<file path="config.mk">
export PLATFORM = sky130hd
export DESIGN_NAME = diff_sad_accum
export DESIGN_NICKNAME = d
export VERILOG_FILES = /design/src/rtl/sad_pkg.sv /design/src/rtl/abs13_stage.sv /design/src/rtl/diff_sad_accum.sv
export SDC_FILE = /design/constraint.sdc
export NUM_CORES = 1
export LEC_CHECK = 0
export ABC_CLOCK_PERIOD_IN_PS = 6200
export CORE_MARGIN = 10
export CORE_UTILIZATION = 55
export CTS_CLUSTER_DIAMETER = 50
export DETAILED_ROUTE_END_ITERATION = 12
export PLACE_DENSITY = 0.8
export SETUP_SLACK_MARGIN = 0.1
export SKIP_CTS_REPAIR_TIMING = 1
export SLEW_MARGIN = 30
export SYNTH_ARGS = -nofsm -noshare
export SYNTH_HDL_FRONTEND = slang
export SYNTH_HIERARCHICAL = 1
export SYNTH_SLANG_ARGS = --single-unit
</file>
<file path="constraint.sdc">
create_clock -name clk -period 6.2 [get_ports clk]
set_input_delay 0.93 -clock clk [delete_from_list [all_inputs] [get_ports clk]]
set_output_delay 0.93 -clock clk [all_outputs]
set_load 0.1 [all_outputs]
</file>
<file path="src/rtl/sad_pkg.sv">
// Shared constants and FSM encoding for the windowed sum-of-absolute-differences block.
package sad_pkg;
    localparam int DIFF_W      = 13;
    localparam int WIN_LEN_DEF = 16;
    localparam int ACC_W_DEF   = 17;

    typedef enum logic [1:0] {
        ST_IDLE  = 2'd0,
        ST_ACCUM = 2'd1,
        ST_DRAIN = 2'd2,
        ST_HOLD  = 2'd3
    } sad_state_t;
endpackage

</file>
<file path="src/rtl/abs13_stage.sv">
// Stage 1: magnitude of a signed difference, registered together with its valid bit.
module abs13_stage
    import sad_pkg::*;
(
    input  logic              clk,
    input  logic              rst_n,
    input  logic              i_en,
    input  logic              i_clr,
    input  logic [DIFF_W-1:0] i_diff,
    output logic [DIFF_W-1:0] o_mag,
    output logic              o_valid
);
    logic [DIFF_W-1:0] w_mag;

    // -4096 negates to bit pattern 1000..0, which read unsigned is exactly 4096.
    assign w_mag = i_diff[DIFF_W-1] ? (~i_diff + DIFF_W'(1)) : i_diff;

    always_ff @(posedge clk or negedge rst_n) begin
        if (!rst_n) begin
            o_mag   <= '0;
            o_valid <= 1'b0;
        end else if (i_clr) begin
            o_valid <= 1'b0;
        end else begin
            o_valid <= i_en;
            if (i_en) o_mag <= w_mag;
        end
    end
endmodule

</file>
<file path="src/rtl/diff_sad_accum.sv">
// Accumulates |in_diff| over WIN_LEN accepted samples and holds the sum until taken.
//  state    | meaning
//  ST_IDLE  | empty window, count=0, acc=0, ready for first sample
//  ST_ACCUM | window in progress, accepting samples
//  ST_DRAIN | last sample accepted, waiting for its magnitude to be added
//  ST_HOLD  | result valid on out_sad until handshake
module diff_sad_accum
    import sad_pkg::*;
#(
    parameter int WIN_LEN = WIN_LEN_DEF,
    parameter int ACC_W   = ACC_W_DEF
) (
    input  logic              clk,
    input  logic              rst_n,
    input  logic              in_valid,
    input  logic [DIFF_W-1:0] in_diff,
    output logic              in_ready,
    input  logic              flush,
    output logic              out_valid,
    input  logic              out_ready,
    output logic [ACC_W-1:0]  out_sad
);
    localparam int CNT_W = $clog2(WIN_LEN + 1);

    sad_state_t        r_state;
    sad_state_t        w_next;
    logic [CNT_W-1:0]  r_count;
    logic [ACC_W-1:0]  r_acc;
    logic              r_live;
    logic [DIFF_W-1:0] w_s1_mag;
    logic              w_s1_valid;
    logic              w_accept;
    logic              w_handshake;
    logic              w_last;

    assign w_accept    = in_valid && in_ready && !flush;
    assign w_handshake = (r_state == ST_HOLD) && out_ready;
    assign w_last      = (r_count == CNT_W'(WIN_LEN - 1));

    abs13_stage u_abs (
        .clk     (clk),
        .rst_n   (rst_n),
        .i_en    (w_accept),
        .i_clr   (flush),
        .i_diff  (in_diff),
        .o_mag   (w_s1_mag),
        .o_valid (w_s1_valid)
    );

    always_ff @(posedge clk or negedge rst_n) begin
        if (!rst_n) r_state <= ST_IDLE;
        else        r_state <= w_next;
    end

    always_comb begin
        w_next = r_state;
        if (flush) begin
            w_next = ST_IDLE;
        end else begin
            case (r_state)
                ST_IDLE:  if (w_accept) w_next = ST_ACCUM;
                ST_ACCUM: if (w_accept && w_last) w_next = ST_DRAIN;
                ST_DRAIN: if (!w_s1_valid) w_next = ST_HOLD;
                ST_HOLD:  if (out_ready) w_next = ST_IDLE;
                default:  w_next = ST_IDLE;
            endcase
        end
    end

    always_comb begin
        in_ready  = r_live && ((r_state == ST_IDLE) || (r_state == ST_ACCUM));
        out_valid = (r_state == ST_HOLD);
    end

    // Holds in_ready low during reset and releases it on the first edge afterwards.
    always_ff @(posedge clk or negedge rst_n) begin
        if (!rst_n) r_live <= 1'b0;
        else        r_live <= 1'b1;
    end

    always_ff @(posedge clk or negedge rst_n) begin
        if (!rst_n) begin
            r_count <= '0;
            r_acc   <= '0;
        end else if (flush || w_handshake) begin
            r_count <= '0;
            r_acc   <= '0;
        end else begin
            if (w_accept)   r_count <= r_count + CNT_W'(1);
            if (w_s1_valid) r_acc   <= r_acc + ACC_W'(w_s1_mag);
        end
    end

    assign out_sad = r_acc;
endmodule

</file>
# Word level (Yosys, flattened, before mapping)

Index checks and enable logic that the tools add are counted.

Output and inout bits: 19
Word-level logic and storage cells: 44
Bits of input ports: 18
Flip-flop bits (word level): 39

Bitwise operators: 2
Reduce and logical (&&, ||, !) cells: 13
Equality and inequality tests: 8
Add/subtract/negate cells: 3
Muxes and demuxes: 12

Operators by type and width:

| kind                  | count |
|---|---|
| $mux 17               | 2 |
| $add 17x13->17        | 1 |
| $add 13x1->13 const B | 1 |
| $mux 13               | 1 |
| $not 13->13           | 1 |
| $mux 2                | 5 |
| $mux 5                | 2 |
| $pmux 2 s4            | 1 |
| $ne 3x2->1 const B    | 2 |
| $ne 3x3->1 const B    | 2 |
| $add 5x1->5 const B   | 1 |
| $eq 5x4->1 const B    | 1 |
| $logic_and 1x1->1     | 5 |
| $eq 2x2->1 const B    | 2 |
| $reduce_and 4->1      | 1 |
| $reduce_bool 2->1     | 2 |
| $eq 2x1->1 const B    | 1 |
| $logic_not 2->1       | 1 |
| $logic_or 1x1->1      | 2 |
| $reduce_and 2->1      | 1 |
| $logic_not 1->1       | 1 |
| $mux 1                | 1 |
| $not 1->1             | 1 |

# Logic depth before layout (Yosys ltp)

Gate-level depths: netlist (run 1).

Depth after elaboration: 9
Gate-level depth with buffers: 11

# Hierarchy

The synthesis (run 1) kept the hierarchy.

Modules (own cells, without submodules):

| module         | instances | cells each | area each (µm²) | seq. area each (µm²) |
|---|---|---|---|---|
| diff_sad_accum | 1         | 206        | 1854.3          | 625.6 |
| abs13_stage    | 1         | 82         | 770.7           | 350.3 |

# Worst setup path after synthesis (run 1)

OpenSTA, ideal clock, no wires.

Path kind: flip-flop to flip-flop
Start point: register r_acc[0] (netlist: out_sad[0])
End point: register r_acc[12] (netlist: out_sad[12])
Clock period less this slack: 3021 ps
Data arrival time: 2950 ps
Buffers on the path: 0
Cell stages (with the launch flop): 10
Library setup time: 71 ps
Path slack: 3179 ps
Cell sequence: dfrtp_1 ha_1 inv_1 fa_1 and2b_1 o2111ai_2 a211oi_2 o22ai_2 or4b_1 nand3_1

Word-level cells in the longest chain between the ends: 3

Ends and longest elaborated chain:

| what                     | line                 | source |
|---|---|---|
| start: declaration       | diff_sad_accum.sv:28 | `logic [ACC_W-1:0] r_acc;` |
| start signal: assignment | diff_sad_accum.sv:90 | `if (w_s1_valid) r_acc <= r_acc + ACC_W'(w_s1_mag);` |
| $add 17x13->17           | diff_sad_accum.sv:90 |  |
| $mux 17                  | diff_sad_accum.sv:90 |  |
| $mux 17                  | diff_sad_accum.sv:85 | `end else if (flush \|\| w_handshake) begin` |

No other way between the ends. The select of a mux whose other input is x is not followed.
A chain may end at the register's enable or synchronous reset.

# Worst setup path after layout (run 1)

Start point: register r_state[0]
End point: output in_ready

Word-level cells in the longest chain between the ends: 3
Elaborated cells on any way between the ends: 4
Those cells by class: 1 x eq/ne; 3 x reduce/logical

Ends and longest elaborated chain:

| what                                          | line                 | source |
|---|---|---|
| start: declaration                            | diff_sad_accum.sv:25 | `sad_state_t r_state;` |
| start signal: assignment                      | diff_sad_accum.sv:52 | `else r_state <= w_next;` |
| $eq 2x1->1 or $logic_not 2->1 (tied branches) | diff_sad_accum.sv:71 | `in_ready = r_live && ((r_state == ST_IDLE) \|\| (r_state == ST_ACCUM));` |
| $logic_or 1x1->1 *                            | diff_sad_accum.sv:71 |  |
| $logic_and 1x1->1 *                           | diff_sad_accum.sv:71 |  |
| end: declaration                              | diff_sad_accum.sv:17 | `output logic in_ready,` |

Mark *: on every way between the ends. The rest lies on a longest branch, timed or not.

==> flow_summary.ini, run 1 <==
[synthesis]
synth_area_um2 = 2630
synth-edff-count = 0
synth_seq_cells = 39
ys_seq_area_share_pct = 37.2
synth_top_cell_by_area = dfrtp_1
synth_fp_nets = 328
netlist_top_cells_area = dfrtp_1, ha_1, nand2_1
yosysTopAreaCellShare_pct = 37.2
synth_ff_type = dfrtp_1
async_flop_share_pct = 100
synth_area_per_cell_um2 = 9.11
synth_cell_types = 54
synthCells = 288
yosysWarnings = 6

[clocking]
cts_tree = done
htree_levels = 2
root_buffer = clkbuf_8
max-clock-path-buffers = 2
clock_sinks = 39
cts.reportedPaths.clkPinSlew_ns = 0.07
clock_latency_ns = 0.30
cts_buffers = 5

[power_and_ir_drop]
ir_worst_vdd_mv = 0.142
p_total_uw = 945
p_leak_uw = 0.00143
p_per_area_nw_per_um2 = 299

[timing]
slew_headroom_pct = 34.4
finalSetupViolCount = 0
max_freq_mhz = 306
hold_violations = 0
worst_pin_slew_ns = 0.981
finalSetupTns_ns = 0
fin_skew_ns = 0.00825
min_period_ns = 3.27
fin_crit_sh_pct = 52.7
rsz0062_at_grt = false
drv_slew = 0

[critical_path]
reg2reg_to = out_sad[12]$_DFFE_PN0P_
crit_fanout = 4
worstSetupStartpointType = flip-flop
reg2reg_slack_ns = 3.65
rr_worst_depth = 9
cpMaxStageDelayCell = clkdlybuf4s50_1
max_stage_delay_ns = 1.14
required_ns = 5.27
critPathCaptureType = output port
path_cells = inv_1 > ha_1 > o21a_1 > clkdlybuf4s50_1
arrival_ns = 2.34
worst-setup-path-type = flip-flop to output port
reg2reg_from = out_sad[0]$_DFFE_PN0P_

[detailed_routing]
wl_per_cell_um = 15.4
ant_nets = 0
via_count = 2237
drt-total-wl_um = 5790
post_drt_via_cell_ratio = 5.93
first_iter_violations = 207
drtPass1Iterations = 4
drc = 0

[layout]
most-common-layout-cells = dfrtp_1, clkdlybuf4s50_1, nand2_1
layout_commonest_cell = dfrtp_1
synthToLayoutAreaGrowth_pct = 20.5
final_nets = 362
final_area_um2 = 3160
insertedDiodeCount = 0
drive_gt1_share_pct = 6.19

[floorplan]
fp.dieH_um = 89.1
die_w_um = 89.1
coreArea_um2 = 4660
ios = 37
core.rowCount = 25
die_area_um2 = 7940
initial_core_util_pct = 56.3

[place]
routabilityCongestion = 0.832
numPortBuffers = 36
dpl_cell_area_um2 = 3010
post-dp-hpwl_um = 4310

[grt]
antenna_found_initial = 0
grt_pass1_wl_um = 9990
track_usage_pct = 16.0
grt_pass1_vias = 2279
grt_max_degree = 40
grt-ovfl-total = 0

[outcome]
status = finished, final reports clean

[min_path]
min_from = u_abs/o_mag[7]$_DFFE_PN0P_
min_to = u_abs/o_mag[7]$_DFFE_PN0P_
holdCritPathClass = flip-flop to flip-flop
hold-path-cell-count = 2

[run]
drv_cap = 0
==> Yosys cell counts, types with 4 or more instances <==
| master | n |
|---|---|
| nand4_1 | 5 |
| o21a_1 | 4 |
| mux2i_1 | 9 |
| inv_1 | 10 |
| nand2_1 | 30 |
| xor2_1 | 11 |
| ha_1 | 21 |
| nand2b_1 | 6 |
| nor2_1 | 25 |
| a21oi_1 | 21 |
| or3_1 | 6 |
| a21o_1 | 5 |
| clkbuf_1 | 8 |
| o21ai_1 | 12 |
| dfrtp_1 | 39 |
| a211oi_1 | 6 |
| o21ai_0 | 9 |
| nand3_1 | 9 |
| xnor2_1 | 6 |
==> state kept, by name, indices dropped and copies added, names as in the netlist <==
register,flops
out_sad,17
r_count,5
r_live,1
r_state,2
u_abs/o_mag,13
u_abs/o_valid,1
==> worst max-delay path by stage <==
stage | endpoint | cells after the start | startpoint
2_1_floorplan | out_sad[12]$_DFFE_PN0P_ | 9 | out_sad[0]$_DFFE_PN0P_
3_3_place_gp | u_abs/o_mag[12]$_DFFE_PN0P_ | 6 | flush
3_5_place_dp | in_ready | 4 | r_state[0]$_DFFE_PN0P_
4_1_cts | in_ready | 4 | r_state[0]$_DFFE_PN0P_
5_1_grt | in_ready | 4 | r_state[0]$_DFFE_PN0P_
6_report | in_ready | 4 | r_state[0]$_DFFE_PN0P_
==> power breakdown <==
group / internal [uW] / switching (uW)
sequential: 308 / 44.3
combinational: 139 / 235
clock: 130 / 88.6
==> per-layer routing <==
metal	share of wire [%]	global-route usage, %	up-vias
met2	47	26.5	59
li1	-	-	1112
met5	0	0	-
met1	45	19.0	1054
met3	5.8	4.01	12
met4	2.2	7.23	0
==> critical path, delay by kind of cell, from the launching register on <==
| family | cells | cell delay [ns] |
|---|---|---|
| buf+inv | 2 | 1.27 |
| flops | 1 | 0.41 |
| fa+ha+maj | 1 | 0.20 |
| compound gates | 1 | 0.15 |
==> stage by stage <==
| step | cells | utilization (%) | hold slack (ns) | setup slack, ns |
|---|---|---|---|---|
| 2_1_floorplan | 288 | - | 0.460 | 3.18 |
| 3_3_place_gp | 367 | 64.5 | 0.476 | 3.30 |
| 3_5_place_dp | 367 | 64.5 | 0.487 | 3.26 |
| 4_1_cts | 375 | 67.0 | 0.503 | 2.94 |
| 5_1_grt | 377 | 67.9 | 0.532 | 2.85 |
| 6_report | 377 | 67.9 | 0.498 | 2.93 |
==> cell type report <==
cell class,instances,area [um2]
sequential,39,977
timing repair buffer,38,394
multi-input combinational,227,1570
fill,387,1500
tap,54,67.6
clock buffer,6,82.6
inverter,11,41.3
clock inverter,2,35.0
==> cells by family (layout without fill, tap and decap cells) <==
family	count (synthesis)	count (layout)	synth area share, %
simple gates	99	99	18.7
compound gates	79	79	20.9
flops	39	39	37.2
fa+ha+maj	22	22	10.8
buf+inv	22	57	3.19
xor+xnor	17	17	5.67
mux	9	9	3.43
other cells	1	1	0.143
No activity file was read; power rests on OpenSTA's default activity.
==> run 2: changes to the inputs <==
Settings changed: ABC_CLOCK_PERIOD_IN_PS 6200 to 3400.
Clock period 6.2 ns to 3.4 ns, I/O delays scaled along.
==> run 2 against run 1 <==
  * Routed wire length down 1.1%
  * Sequential power grew 81%
  * Critical path depth rose by 5
  * Sequential share of layout area is 0.34 points higher
  * Via count fell by 0.49%
  * Design area down 1.2%
  * Combinational power grew 83%
  * Global-route usage shrank 0.54 points
  * Non-clock buffer count is 1 higher
  * First-iteration DRC count shrank 37%
  * Clock power increased by 35%
  * Utilization down 0.83 points
  * Critical path type is now flip-flop to flip-flop
  * Critical endpoint is now out_sad[12]$_DFFE_PN0P_
  * Largest cell class unchanged
==> flow_summary.ini, run 2 (synthesis results as in run 1) <==
[outcome]
status = finished, final reports clean

[timing]
fin_skew_ns = 0.00788
drv_slew = 0
hold_violations = 0
max_freq_mhz = 396
finalSetupTns_ns = 0
fin_crit_sh_pct = 74.4
min_period_ns = 2.53
finalSetupViolCount = 0
slew_headroom_pct = 34.3
whs_ns = 0.157
rsz0062_at_grt = false
worst_pin_slew_ns = 0.982

[clocking]
cts_buffers = 5
htree_levels = 2
cts_tree = done
max-clock-path-buffers = 2
cts.reportedPaths.clkPinSlew_ns = 0.08
clock_latency_ns = 0.29
root_buffer = clkbuf_8
clock_sinks = 39

[floorplan]
ios = 37
core.rowCount = 25
coreArea_um2 = 4660
fp.dieH_um = 89.1
initial_core_util_pct = 56.3
die_area_um2 = 7940
die_w_um = 89.1

[place]
numPortBuffers = 36
post-dp-hpwl_um = 4440
routabilityCongestion = 0.839

[layout]
final_nets = 363
synthToLayoutAreaGrowth_pct = 19.0
insertedDiodeCount = 0
largest_register_ff_count = 17
layout_commonest_cell = dfrtp_1
most-common-layout-cells = dfrtp_1, clkdlybuf4s50_1, nand2_1
fillCellCount = 379
drive_gt1_share_pct = 6.17

[grt]
grt_pass1_vias = 2184
track_usage_pct = 15.4
grt_pass1_wl_um = 9900
grt_max_degree = 40
grt-ovfl-total = 0
antenna_found_initial = 0

[detailed_routing]
wl_per_cell_um = 15.2
drtPass1Iterations = 5
ant_nets = 0
first_iter_violations = 131
drc = 0
drt-total-wl_um = 5730
via_count = 2226
post_drt_via_cell_ratio = 5.89

[power_and_ir_drop]
p_per_area_nw_per_um2 = 519
p_leak_uw = 0.00142
ir_worst_vdd_mv = 0.278

[run]
drv_cap = 0

[critical_path]
critPathCaptureType = flip-flop
worstSetupStartpointType = flip-flop
crit_fanout = 4
worst-setup-path-type = flip-flop to flip-flop
cp_top_family = simple AND/OR/NAND/NOR gates
max_stage_delay_ns = 0.51
required_ns = 3.63
path_cells = ha_1 > inv_1 > fa_1 > and2b_1 > o2111ai_2 > a211oi_2 > o22ai_2 > or4b_1 > nand3_1
arrival_ns = 2.75
cp.buffers_inverters = 1
cpMaxStageDelayCell = or4b_1

[min_path]
holdCritPathClass = input port to async pin
-- run 2: report_power, final --
group	internal [uW]	total (uW)	switching [uW]
combinational	253	685	432
clock	144	296	152
sequential	562	640	77.5
-- run 2: layout make-up --
class / instances / area (um2) / area share, %
clock buffers: 7 / 76.3 / 2.44
clock inverters: 1 / 5.00 / 0.160
inverters: 11 / 41.3 / 1.32
multi-input cells: 227 / 1570 / 50.1
flip-flops and latches: 39 / 976 / 31.2
well taps: 54 / 67.6 / 2.16
repair buffers: 39 / 393 / 12.6
-- run 2: layer usage --
metal  part of all wire [%]  wire length, um  global-route usage [%]  up-vias
met5                      0                0                       0        -
met4                    1.4               81                    4.91        0
met3                    6.3              358                    3.92       10
met2                     47             2680                    25.8       58
met1                     45             2600                    18.9     1050
li1                       -                -                       -     1108
-- run 2: through the flow --
stage | utilization, % | worst slack, ns | std cells | instance area (um2) | power, uW
floorplan | - | 0.379 | 288 | 2630 | 1150
global placement | 64.7 | 0.960 | 369 | 3020 | 1300
detailed placement | 64.7 | 0.891 | 369 | 3020 | 1330
CTS | 66.4 | 0.886 | 377 | 3100 | 1640
global route | 67.0 | 0.660 | 378 | 3120 | 1750
finish | 67.0 | 0.872 | 378 | 3120 | 1620
-- run 2: final timing paths --
path,cells after the start,end,from,slack [ns]
max,9,out_sad[12]$_DFFE_PN0P_,out_sad[0]$_DFFE_PN0P_,0.87
min in group clk,2,u_abs/o_mag[4]$_DFFE_PN0P_,u_abs/o_mag[4]$_DFFE_PN0P_,0.49
max reg2reg,9,out_sad[12]$_DFFE_PN0P_,out_sad[0]$_DFFE_PN0P_,0.87
min reg2reg,2,u_abs/o_mag[4]$_DFFE_PN0P_,u_abs/o_mag[4]$_DFFE_PN0P_,0.49
max in group asynchronous,2,u_abs/o_mag[11]$_DFFE_PN0P_,rst_n,2.78
min,1,r_count[2]$_DFFE_PN0P_,rst_n,0.16
==> run 3: changes to the inputs <==
Settings changed: ABC_CLOCK_PERIOD_IN_PS 3400 to 2500.
Clock period 3.4 ns to 2.5 ns, I/O delays scaled along.
==> run 3 against run 2 <==
  * Via count decreased by 1.1%
  * Routed wire length decreased by 4.1%
  * Design area increased by 0.52%
  * Worst setup slack got worse by 0.83 ns
  * Utilization increased by 0.35 points
  * Clock-buffer cell count unchanged
  * Sequential power increased by 36%
  * Largest cell class unchanged
  * Clock power increased by 38%
  * Total power increased by 37%
  * Flip-flop and latch count unchanged
==> flow_summary.ini, run 3 (synthesis results as in run 1) <==
[detailed_routing]
drtPass1Iterations = 4
wl_per_cell_um = 14.3
post_drt_via_cell_ratio = 5.75
drc = 0
first_iter_violations = 82
drt-total-wl_um = 5490
via_count = 2201
ant_nets = 0

[critical_path]
required_ns = 2.72
crit_fanout = 3
reg2reg_slack_ns = 0.05
critPathCaptureType = flip-flop
worstSetupStartpointType = flip-flop
arrival_ns = 2.68
worst-setup-path-type = flip-flop to flip-flop

[power_and_ir_drop]
p_int_uw = 1310
ir_worst_vdd_mv = 0.290
combPwrFrac_pct = 42.3
seqPwrFrac_pct = 39.3
switching_share_pct = 40.8
p_leak_uw = 0.00146
power.switching_uw = 905
clkPwrFrac_pct = 18.4
p_per_area_nw_per_um2 = 706

[floorplan]
fp.dieH_um = 89.1
ios = 37
initial_core_util_pct = 56.3
core.rowCount = 25
coreArea_um2 = 4660
die_area_um2 = 7940
die_w_um = 89.1

[grt]
grt_pass1_wl_um = 9560
grt-ovfl-total = 0
antenna_found_initial = 0
track_usage_pct = 14.9
grt_max_degree = 40
grt_pass1_vias = 2149

[clocking]
clock_latency_ns = 0.29
cts.reportedPaths.clkPinSlew_ns = 0.07
cts_tree = done
max-clock-path-buffers = 2
htree_levels = 2
root_buffer = clkbuf_8
clock_sinks = 39
cts_buffers = 5

[run]
drv_cap = 0

[outcome]
status = finished, final reports clean

[timing]
drv_slew = 0
finalSetupTns_ns = 0
fin_crit_sh_pct = 98.2
finalSetupViolCount = 0
fin_skew_ns = 0.00374
min_period_ns = 2.45
slew_headroom_pct = 44.4
hold_violations = 0
max_freq_mhz = 407
whs_ns = 0.182
worst_pin_slew_ns = 0.835
rsz0062_at_grt = true

[layout]
drive_gt1_share_pct = 17.0
final_area_um2 = 3140
most-common-layout-cells = nand2_1, dfrtp_1, buf_4
final_nets = 368
synthToLayoutAreaGrowth_pct = 19.6
largest_register_ff_count = 17
insertedDiodeCount = 0

[place]
routabilityCongestion = 0.865
post-dp-hpwl_um = 4310
dpl_cell_area_um2 = 3040
numPortBuffers = 36

[min_path]
holdCritPathClass = input port to async pin
[run 3: cell count changes in the layout (fill, tap and decap cells not counted), moves of 3 or more]
cell             previous run  this run
dfrtp_4                     0         3
buf_4                       4        27
clkdlybuf4s50_1            33        16
dfrtp_2                     0         6
dfrtp_1                    39        30
[run 3: layer usage]
metal  up-vias  global-route usage (%)  share of wire [%]
met4         0                    4.91                1.4
met1      1022                    18.3                 47
met3         6                    3.92                5.7
met5         -                       0                  0
met2        48                    24.7                 46
li1       1125                       -                  -
[run 3: final cells by class]
class                   instances  area (um2)
flip-flops and latches         39         995
multi-input cells             227        1590
well taps                      54        67.6
inverters                      11        41.3
fillers                       401        1520
repair buffers                 44         368
clock inverters                 1        5.00
clock buffers                   7        76.3
[run 3: worst paths after layout]
path	startpoint	endpoint	cells after the start
max reg2reg	out_sad[0]$_DFFE_PN0P_	out_sad[14]$_DFFE_PN0P_	10
min	rst_n	r_count[2]$_DFFE_PN0P_	1
max	out_sad[0]$_DFFE_PN0P_	out_sad[14]$_DFFE_PN0P_	10
max in group asynchronous	rst_n	out_sad[6]$_DFFE_PN0P_	1
min reg2reg	u_abs/o_mag[8]$_DFFE_PN0P_	u_abs/o_mag[8]$_DFFE_PN0P_	2
min in group clk	u_abs/o_mag[8]$_DFFE_PN0P_	u_abs/o_mag[8]$_DFFE_PN0P_	2
[run 3: critical path: stages, from the launching register on]
cell and delay [ns]:
dfrtp_4 0.43, ha_4 0.13, inv_2 0.03, fa_2 0.33, and2b_1 0.24, o2111ai_2 0.17
a211oi_2 0.34, buf_4 0.17, o221ai_2 0.09, a2111o_1 0.38, o21ai_1 0.08
[run 3: through the flow]
| stage | cells | power (uW) | worst slack, ns | utilization [%] |
|---|---|---|---|---|
| floorplan | 288 | 1580 | 0.0165 | - |
| global placement | 373 | 1790 | 0.144 | 65.2 |
| detailed placement | 373 | 1820 | 0.129 | 65.2 |
| CTS | 381 | 2230 | 0.111 | 66.9 |
| global route | 383 | 2380 | -0.0593 | 67.4 |
| finish | 383 | 2220 | 0.0459 | 67.4 |
[run 3: power by group through the flow]
stage	Clock, uW	Combinational [uW]	Sequential, uW
floorplan	0	614	966
global placement	0	908	881
detailed placement	0	937	885
CTS	415	943	873
global route	441	1050	892
finish	408	937	872
